### config.mk
export PLATFORM = sky130hd
export DESIGN_NAME = sync_fifo_param_flat
export DESIGN_NICKNAME = d
export VERILOG_FILES = /design/src/rtl/sync_fifo_param_if.sv /design/src/rtl/sync_fifo_param.sv /design/src/flat_wrapper.sv
export SDC_FILE = /design/constraint.sdc
export NUM_CORES = 1
export LEC_CHECK = 0
export ABC_AREA = 1
export BUFFER_PORTS_ARGS = -buffer_cell sky130_fd_sc_hd__buf_2
export CAP_MARGIN = 30
export CORE_UTILIZATION = 54
export CTS_CLUSTER_DIAMETER = 120
export DETAILED_ROUTE_END_ITERATION = 10
export GPL_TIMING_DRIVEN = 0
export PLACE_DENSITY = 0.85
export SYNTH_ARGS = -nofsm -noshare
export SYNTH_HDL_FRONTEND = slang
export SYNTH_SLANG_ARGS = --single-unit
### constraint.sdc
create_clock -name clk -period 2.3 [get_ports clk]
set_clock_uncertainty 0.1 [all_clocks]
set_input_delay 0 -clock clk [delete_from_list [all_inputs] [get_ports clk]]
set_output_delay 0 -clock clk [all_outputs]
set_load 0.05 [all_outputs]
### src/rtl/sync_fifo_param_if.sv
// Write/read handshake and status bundle between sync_fifo_param and its user.
interface sync_fifo_param_if #(
    parameter int unsigned FIFO_WIDTH = 16,
    parameter int unsigned FIFO_DEPTH = 8
);
    localparam int unsigned CNT_W = $clog2(FIFO_DEPTH + 1);

    logic [FIFO_WIDTH-1:0] data_in;
    logic                  wr_en;
    logic                  rd_en;
    logic [FIFO_WIDTH-1:0] data_out;
    logic                  wr_ack;
    logic                  overflow;
    logic                  underflow;
    logic                  full;
    logic                  empty;
    logic                  almostfull;
    logic                  almostempty;
    logic [CNT_W-1:0]      count;

    modport master (
        output data_in, wr_en, rd_en,
        input  data_out, wr_ack, overflow, underflow,
        input  full, empty, almostfull, almostempty, count
    );

    modport slave (
        input  data_in, wr_en, rd_en,
        output data_out, wr_ack, overflow, underflow,
        output full, empty, almostfull, almostempty, count
    );
endinterface

### src/rtl/sync_fifo_param.sv
// Single-clock FIFO with arbitrary depth, almost-full/empty thresholds and
// optional first-word-fall-through read port.
module sync_fifo_param #(
    parameter int unsigned FIFO_WIDTH = 16,
    parameter int unsigned FIFO_DEPTH = 8,
    parameter int unsigned AF_LEVEL   = FIFO_DEPTH - 1,
    parameter int unsigned AE_LEVEL   = 1,
    parameter int unsigned FWFT       = 0
) (
    input  logic             clk,
    input  logic             rst,
    sync_fifo_param_if.slave bus
);
    localparam int unsigned CNT_W = $clog2(FIFO_DEPTH + 1);
    localparam int unsigned PTR_W = $clog2(FIFO_DEPTH);

    localparam logic [PTR_W-1:0] LAST_PTR  = PTR_W'(FIFO_DEPTH - 1);
    localparam logic [CNT_W-1:0] DEPTH_CNT = CNT_W'(FIFO_DEPTH);
    localparam logic [CNT_W-1:0] AF_CNT    = CNT_W'(AF_LEVEL);
    localparam logic [CNT_W-1:0] AE_CNT    = CNT_W'(AE_LEVEL);

    logic [FIFO_WIDTH-1:0] mem [FIFO_DEPTH];
    logic [PTR_W-1:0]      wr_ptr;
    logic [PTR_W-1:0]      rd_ptr;
    logic [CNT_W-1:0]      count_q;
    logic                  wr_ack_q;
    logic                  overflow_q;
    logic                  underflow_q;

    logic full_c;
    logic empty_c;
    logic wr_go_c;
    logic rd_go_c;

    // Acceptance is decided on the occupancy at the start of the cycle.
    always_comb begin
        full_c  = (count_q == DEPTH_CNT);
        empty_c = (count_q == '0);
        wr_go_c = bus.wr_en && !full_c;
        rd_go_c = bus.rd_en && !empty_c;
    end

    function automatic logic [PTR_W-1:0] ptr_inc(input logic [PTR_W-1:0] p);
        return (p == LAST_PTR) ? '0 : p + PTR_W'(1);
    endfunction

    always_ff @(posedge clk) begin
        if (rst) begin
            wr_ptr      <= '0;
            rd_ptr      <= '0;
            count_q     <= '0;
            wr_ack_q    <= 1'b0;
            overflow_q  <= 1'b0;
            underflow_q <= 1'b0;
        end else begin
            wr_ack_q    <= wr_go_c;
            overflow_q  <= bus.wr_en && full_c;
            underflow_q <= bus.rd_en && empty_c;
            if (wr_go_c) begin
                wr_ptr <= ptr_inc(wr_ptr);
            end
            if (rd_go_c) begin
                rd_ptr <= ptr_inc(rd_ptr);
            end
            if (wr_go_c && !rd_go_c) begin
                count_q <= count_q + CNT_W'(1);
            end else if (!wr_go_c && rd_go_c) begin
                count_q <= count_q - CNT_W'(1);
            end
        end
    end

    // Storage is never cleared; occupancy tracking keeps stale words unreachable.
    always_ff @(posedge clk) begin
        if (!rst && wr_go_c) begin
            mem[wr_ptr] <= bus.data_in;
        end
    end

    generate
        if (FWFT == 0) begin : g_reg_read
            logic [FIFO_WIDTH-1:0] data_out_q;

            always_ff @(posedge clk) begin
                if (rst) begin
                    data_out_q <= '0;
                end else if (rd_go_c) begin
                    data_out_q <= mem[rd_ptr];
                end
            end

            assign bus.data_out = data_out_q;
        end else begin : g_fwft_read
            // Head word is presented as soon as it exists; rd_en consumes it.
            assign bus.data_out = empty_c ? '0 : mem[rd_ptr];
        end
    endgenerate

    assign bus.wr_ack      = wr_ack_q;
    assign bus.overflow    = overflow_q;
    assign bus.underflow   = underflow_q;
    assign bus.count       = count_q;
    assign bus.full        = full_c;
    assign bus.empty       = empty_c;
    assign bus.almostfull  = (count_q >= AF_CNT) && !full_c;
    assign bus.almostempty = (count_q <= AE_CNT) && !empty_c;
endmodule

### src/flat_wrapper.sv
// flat-port wrapper written by rule: the top's interface ports become plain ports
module sync_fifo_param_flat 
#(
    parameter int unsigned FIFO_WIDTH = 16,
    parameter int unsigned FIFO_DEPTH = 8,
    parameter int unsigned AF_LEVEL   = FIFO_DEPTH - 1,
    parameter int unsigned AE_LEVEL   = 1,
    parameter int unsigned FWFT       = 0
)
  (clk, rst, bus_data_in, bus_wr_en, bus_rd_en, bus_data_out, bus_wr_ack, bus_overflow, bus_underflow, bus_full, bus_empty, bus_almostfull, bus_almostempty, bus_count);
  sync_fifo_param_if #(.FIFO_WIDTH(FIFO_WIDTH), .FIFO_DEPTH(FIFO_DEPTH)) bus_i ();
  input  logic clk;
  input  logic rst;
  input wire logic [$bits(bus_i.data_in)-1:0] bus_data_in;
  input wire logic [$bits(bus_i.wr_en)-1:0] bus_wr_en;
  input wire logic [$bits(bus_i.rd_en)-1:0] bus_rd_en;
  output wire logic [$bits(bus_i.data_out)-1:0] bus_data_out;
  output wire logic [$bits(bus_i.wr_ack)-1:0] bus_wr_ack;
  output wire logic [$bits(bus_i.overflow)-1:0] bus_overflow;
  output wire logic [$bits(bus_i.underflow)-1:0] bus_underflow;
  output wire logic [$bits(bus_i.full)-1:0] bus_full;
  output wire logic [$bits(bus_i.empty)-1:0] bus_empty;
  output wire logic [$bits(bus_i.almostfull)-1:0] bus_almostfull;
  output wire logic [$bits(bus_i.almostempty)-1:0] bus_almostempty;
  output wire logic [$bits(bus_i.count)-1:0] bus_count;
  assign bus_i.data_in = bus_data_in;
  assign bus_i.wr_en = bus_wr_en;
  assign bus_i.rd_en = bus_rd_en;
  assign bus_data_out = bus_i.data_out;
  assign bus_wr_ack = bus_i.wr_ack;
  assign bus_overflow = bus_i.overflow;
  assign bus_underflow = bus_i.underflow;
  assign bus_full = bus_i.full;
  assign bus_empty = bus_i.empty;
  assign bus_almostfull = bus_i.almostfull;
  assign bus_almostempty = bus_i.almostempty;
  assign bus_count = bus_i.count;
  sync_fifo_param #(.FIFO_WIDTH(FIFO_WIDTH), .FIFO_DEPTH(FIFO_DEPTH), .AF_LEVEL(AF_LEVEL), .AE_LEVEL(AE_LEVEL), .FWFT(FWFT)) u_core (.clk(clk), .rst(rst), .bus(bus_i));
endmodule
Word level (Yosys, flattened, before mapping)

Memory sizes are Yosys's and may differ from the RTL's. A register that Yosys moved wholly into a read port is not among the register bits.
Index checks and enable logic that the tools add are counted.

Memories kept: 1
Input port bits: 20
RAM bits: 128
Word-level logic and storage cells: 38
Output and inout bits: 27
Register bits after elaboration: 13

$add $sub $neg: 4
Reduce and logical (&&, ||, !) cells: 16
Equal/unequal tests: 3
Order comparisons: 2
Muxes and demuxes: 6

Memory list:

| name       | words | bits a word | rd ports | clocked after memory_dff | wr ports | RTL line              | text |
|---|---|---|---|---|---|---|---|
| u_core.mem | 8     | 16          | 1        | 1                        | 1        | sync_fifo_param.sv:22 | `logic [FIFO_WIDTH-1:0] mem [FIFO_DEPTH];` |

Operator list:

| kind                  | count |
|---|---|
| $logic_and A1 B1 Y1   | 9 |
| $mux W4               | 2 |
| $add A3 B1 Y3 const B | 2 |
| $eq A3 B3 Y1 const B  | 2 |
| $mux W3               | 2 |
| $logic_not A1 Y1      | 5 |
| $add A4 B1 Y4 const B | 1 |
| $eq A4 B4 Y1 const B  | 1 |
| $ge A4 B3 Y1 const B  | 1 |
| $le A4 B1 Y1 const B  | 1 |
| $logic_not A4 Y1      | 1 |
| $sub A4 B1 Y4 const B | 1 |
| $mux W1               | 2 |
| $reduce_bool A2 Y1    | 1 |

Longest topological paths before layout

Depth in word-level cells: 7
Mapped depth: 13

Least setup slack after synthesis

No wires, ideal clock.

Path type: register to register
Start point: reg u_core.count_q[0] (netlist: u_core.bus.count[0])
End point: mem u_core.mem[0][0] (enable)
Arrival time: 2472 ps
Cell stages (with the launch flop): 8
Setup slack: -660 ps
Period minus slack after synthesis: 2960 ps
Buffers on the path: 0
Required time: 1812 ps
Setup time: 388 ps
Path through: dfxtp_1 > inv_1 > ha_1 > nand3_1 > inv_1 > nor2_2 > nand2_1 > nor2_1

Word-level cells in the longest chain between the ends: 6

Ends and longest elaborated chain:

| element                       | RTL line              | text |
|---|---|---|
| from (decl)                   | sync_fifo_param.sv:25 | `logic [CNT_W-1:0] count_q;` |
| from (signal assigned)        | sync_fifo_param.sv:66 | `count_q <= count_q + CNT_W'(1);` |
| from (signal assigned)        | sync_fifo_param.sv:68 | `count_q <= count_q - CNT_W'(1);` |
| $eq A4 B4 Y1                  | sync_fifo_param.sv:37 | `full_c = (count_q == DEPTH_CNT);` |
| via bus_full                  | flat_wrapper.sv:21    | `output wire logic [$bits(bus_i.full)-1:0] bus_full;` |
| $logic_not A1 Y1              | sync_fifo_param.sv:39 | `wr_go_c = bus.wr_en && !full_c;` |
| $logic_and A1 B1 Y1           | sync_fifo_param.sv:39 |  |
| $logic_and A1 B1 Y1           | sync_fifo_param.sv:75 | `if (!rst && wr_go_c) begin` |
| $mux W1                       | sync_fifo_param.sv:75 |  |
| $mux W1 (not written as such) | sync_fifo_param.sv:76 | `mem[wr_ptr] <= bus.data_in;` |
| to (decl)                     | sync_fifo_param.sv:22 |  |

The timed path passes the listed nets, and every way through them passes these cells.

Final worst setup path

Start point: reg u_core.count_q[0] (netlist: u_core.bus.count[0])
End point: reg u_core.count_q[2] (netlist: u_core.bus.count[2])

Word-level cells in the longest chain between the ends: 6
Elaborated cells between the ends (all ways): 15
Classes of those cells: add/sub: 2; eq/ne: 1; mux: 2; reduce/logical: 10

Ends and longest elaborated chain:

| element |
|---|
| parallel branches: the longest is 6 deep, another holds $sub A4 B1 Y4 |

Several ways; the timed one is not identified. The select of a mux whose other input is x is not followed.
A chain may end at the register's enable or synchronous reset.

==> flow_metrics.env <==
export IMPL_outcome="completed"
export IMPL_vias=5134
export IMPL_p_per_area_nw_per_um2=1190
export IMPL_cts_root_buf="clkbuf_16"
export IMPL_synth_cell_types=22
export IMPL_wl_per_cell_um=18.7
export IMPL_antenna_found_initial=0
export IMPL_core_area_um2=12000
export IMPL_dp_cells=848
export IMPL_drtIter0Drc=602
export IMPL_instances_no_fill=910
export IMPL_viasPerCell=5.64
export IMPL_synth_area_per_cell_um2=10.2
export IMPL_gp_congestion=0.831
export IMPL_clk_path_buf_depth=2
export IMPL_netlist_area_um2=6670
export IMPL_fillers=814
export IMPL_rows=40
export IMPL_port_buffers=45
export IMPL_crit_fanout=10
export IMPL_synth_area_top_cells="edfxtp_1 58%, nand2_1 11%, dfxtp_1 8.7%"
export IMPL_synth_edff_count=128
export IMPL_total_leakage_power_nw=3.50
export IMPL_first_pass_iters=7
export IMPL_place_area_um2=7160
export IMPL_max_freq_ghz=0.454
export IMPL_grt_pass1_wl_mm=25.0
export IMPL_io_pins=47
export IMPL_switching_share_pct=37.5
export IMPL_grt_pass1_vias=4856
export IMPL_finalPower_mw=9.74
export IMPL_cp_required_ns=2.51
export IMPL_synth_warnings=0
export IMPL_postRouteWirelength_mm=17.0
export IMPL_ant_nets=0
export IMPL_finish_utilization_pct=68.1
export IMPL_design_die_area_um2=12800
export IMPL_timing_worst_setup_path_type="reg2reg"
export IMPL_period_needed_ns=2.20
export IMPL_synthTopCellsByCount="187 x nand2_1, 128 x edfxtp_1, 98 x nand3_1"
export IMPL_area_delta_synth_final_pct=22.7
export IMPL_synth_ff_type="edfxtp_1"
export IMPL_slew_headroom_pct=52.6
export IMPL_fin_tns_setup_ns=0
export IMPL_cts_buffers=17
export IMPL_reg2reg_slack_ns=0.1
export IMPL_grt_max_degree=17
export IMPL_grtUsageTotal_pct=27.3
export IMPL_clkPwrFrac_pct=29.6
export IMPL_cts_max_level=4
export IMPL_synth_top_area_share_pct=57.7
export IMPL_synthesis_nets=685
export IMPL_synthArstFlopShare_pct=0
export IMPL_combPwrFrac_pct=34.6
export IMPL_worst_pin_slew_ns=0.711
export IMPL_clk_pin_slew_ns=0.06
export IMPL_hold_violations=0
export IMPL_seqPwrFrac_pct=35.8
export IMPL_syn_inst=656
export IMPL_synth_seq_cells=157
export IMPL_initial_core_util_pct=55.5
export IMPL_yosys_area_top_type="edfxtp_1"
export IMPL_peakVddDrop_uv=664
export IMPL_final_design_area_no_fill_um2=8180
export IMPL_yosysMostFrequentCell="nand2_1"
export IMPL_arrival_ns=2.41
export IMPL_endpoint_kind="flip-flop"
export IMPL_p_sw_mw=3.65
export IMPL_drive_above_1_share_pct=23.3
export IMPL_nNetsFinal=780
export IMPL_start_kind="flip-flop"
export IMPL_hpwl_mm=9.99
export IMPL_tritoncts="built"
export IMPL_p_int_mw=6.09
export IMPL_drv_slew=0
export IMPL_min_period_over_period_pct=95.8
export IMPL_globalRoute_totalOverflow=0
export IMPL_final_seq_area_um2=4430
export IMPL_multi_input_area_um2=1730
export IMPL_die_h_um=113
export IMPL_setup_slack_ns=0.0966
export IMPL_hold_path_class="in2reg"
export IMPL_drv_cap=0
export IMPL_pre_cts_slack_ns=-0.0737
export IMPL_cts_sinks=157
export IMPL_yosysSeqAreaShare_pct=66.4
export IMPL_antenna_diode_count=0
export IMPL_whs_ns=0.278
export IMPL_drc_errors=0
export IMPL_die_w_um=113
export IMPL_insertion_delay_ns=0.43
export IMPL_finalSetupViolCount=0
-- cell families after synthesis --
| group | after synthesis | synth area share [%] |
|---|---|---|
| compound gates | 40 | 3.00 |
| xor+xnor | 1 | 0.131 |
| fa+ha+maj | 9 | 1.69 |
| buf+inv | 144 | 9.10 |
| flops | 157 | 66.4 |
| simple gates | 305 | 19.7 |
-- worst max-delay path, stage by stage, from the launching register on --
cell,delay [ns]
dfxtp_4,0.36
inv_1,0.13
ha_2,0.23
inv_2,0.08
nor2_8,0.14
nor2_8,0.06
inv_4,0.09
buf_6,0.17
ha_4,0.23
a21oi_1,0.12
o21ai_0,0.13
o21ai_0,0.19
a21oi_1,0.06
-- metal layers --
layer	wire length (µm)	global-route usage [%]
met1	6200	32.9
met2	8290	44.5
met3	1760	6.32
met4	781	17.1
met5	0	0
-- registers in the layout, summed over array words and instances (netlist names) --
| name | count |
|---|---|
| u_core.mem | 128 |
| u_core.bus.data_out | 16 |
| u_core.bus.count | 4 |
| u_core.rd_ptr | 3 |
| u_core.wr_ptr | 3 |
| u_core.bus.overflow | 1 |
| u_core.bus.underflow | 1 |
| u_core.bus.wr_ack | 1 |
-- power groups by stage --
stage | Combinational (mW) | Sequential (mW) | Clock [mW]
2_1_floorplan | 1.81 | 4.00 | 0
3_3_place_gp | 3.01 | 3.51 | 0
3_5_place_dp | 3.13 | 3.54 | 0
4_1_cts | 3.24 | 3.48 | 2.89
5_1_grt | 3.58 | 3.51 | 3.01
6_report | 3.37 | 3.49 | 2.88
-- cell type report --
cell class | count | share of cell area, %
plain buffers | 29 | 2.11
clock buffers | 18 | 5.25
clock inverters | 13 | 2.13
inverters | 115 | 5.35
multi-input cells | 355 | 21.1
flip-flops and latches | 157 | 54.2
well taps | 147 | 2.25
repair buffers | 76 | 7.59
-- what timing repair did --
item	in CTS	in global routing
hold buffers	20	0
gates resized for setup	1	2
hold endpoints to repair	144	0
pin swaps	2	7
cloned	0	0
setup buffers	3	8
setup endpoints to repair	17	113
-- cell usage in the layout, fill, tap and decap left out, types with 3 or more instances in the layout --
cell type      synthesis  final
nand2_1              187    184
edfxtp_1             128    128
nand3_1               98     97
inv_1                 68     67
buf_2                 18     63
inv_2                 46     46
a21oi_1               27     27
dfxtp_1               29     26
dlygate4sd3_1          0     20
clkbuf_16              0     17
o21ai_1               10     10
nor2_4                 0      9
buf_12                 0      9
ha_1                   9      7
nor2_1                14      6
clkbuf_1               4      5
buf_4                  3      5
clkinvlp_4             0      4
buf_6                  4      4
bufinv_16              0      4
nand2_2                0      3
o21ai_0                3      3
clkinv_2               0      3
-- path summary, 6_finish.rpt --
kind                                         startpoint                 endpoint  cells past startpoint
worst max-delay path                u_core.bus.count[0]      u_core.bus.count[2]                     12
worst min-delay path                     bus_data_in[8]         u_core.mem[4][8]                      2
worst max register to register      u_core.bus.count[0]      u_core.bus.count[2]                     12
worst min register to register  u_core.bus.data_out[11]  u_core.bus.data_out[11]                      2
(Power assumes the default switching activity.)
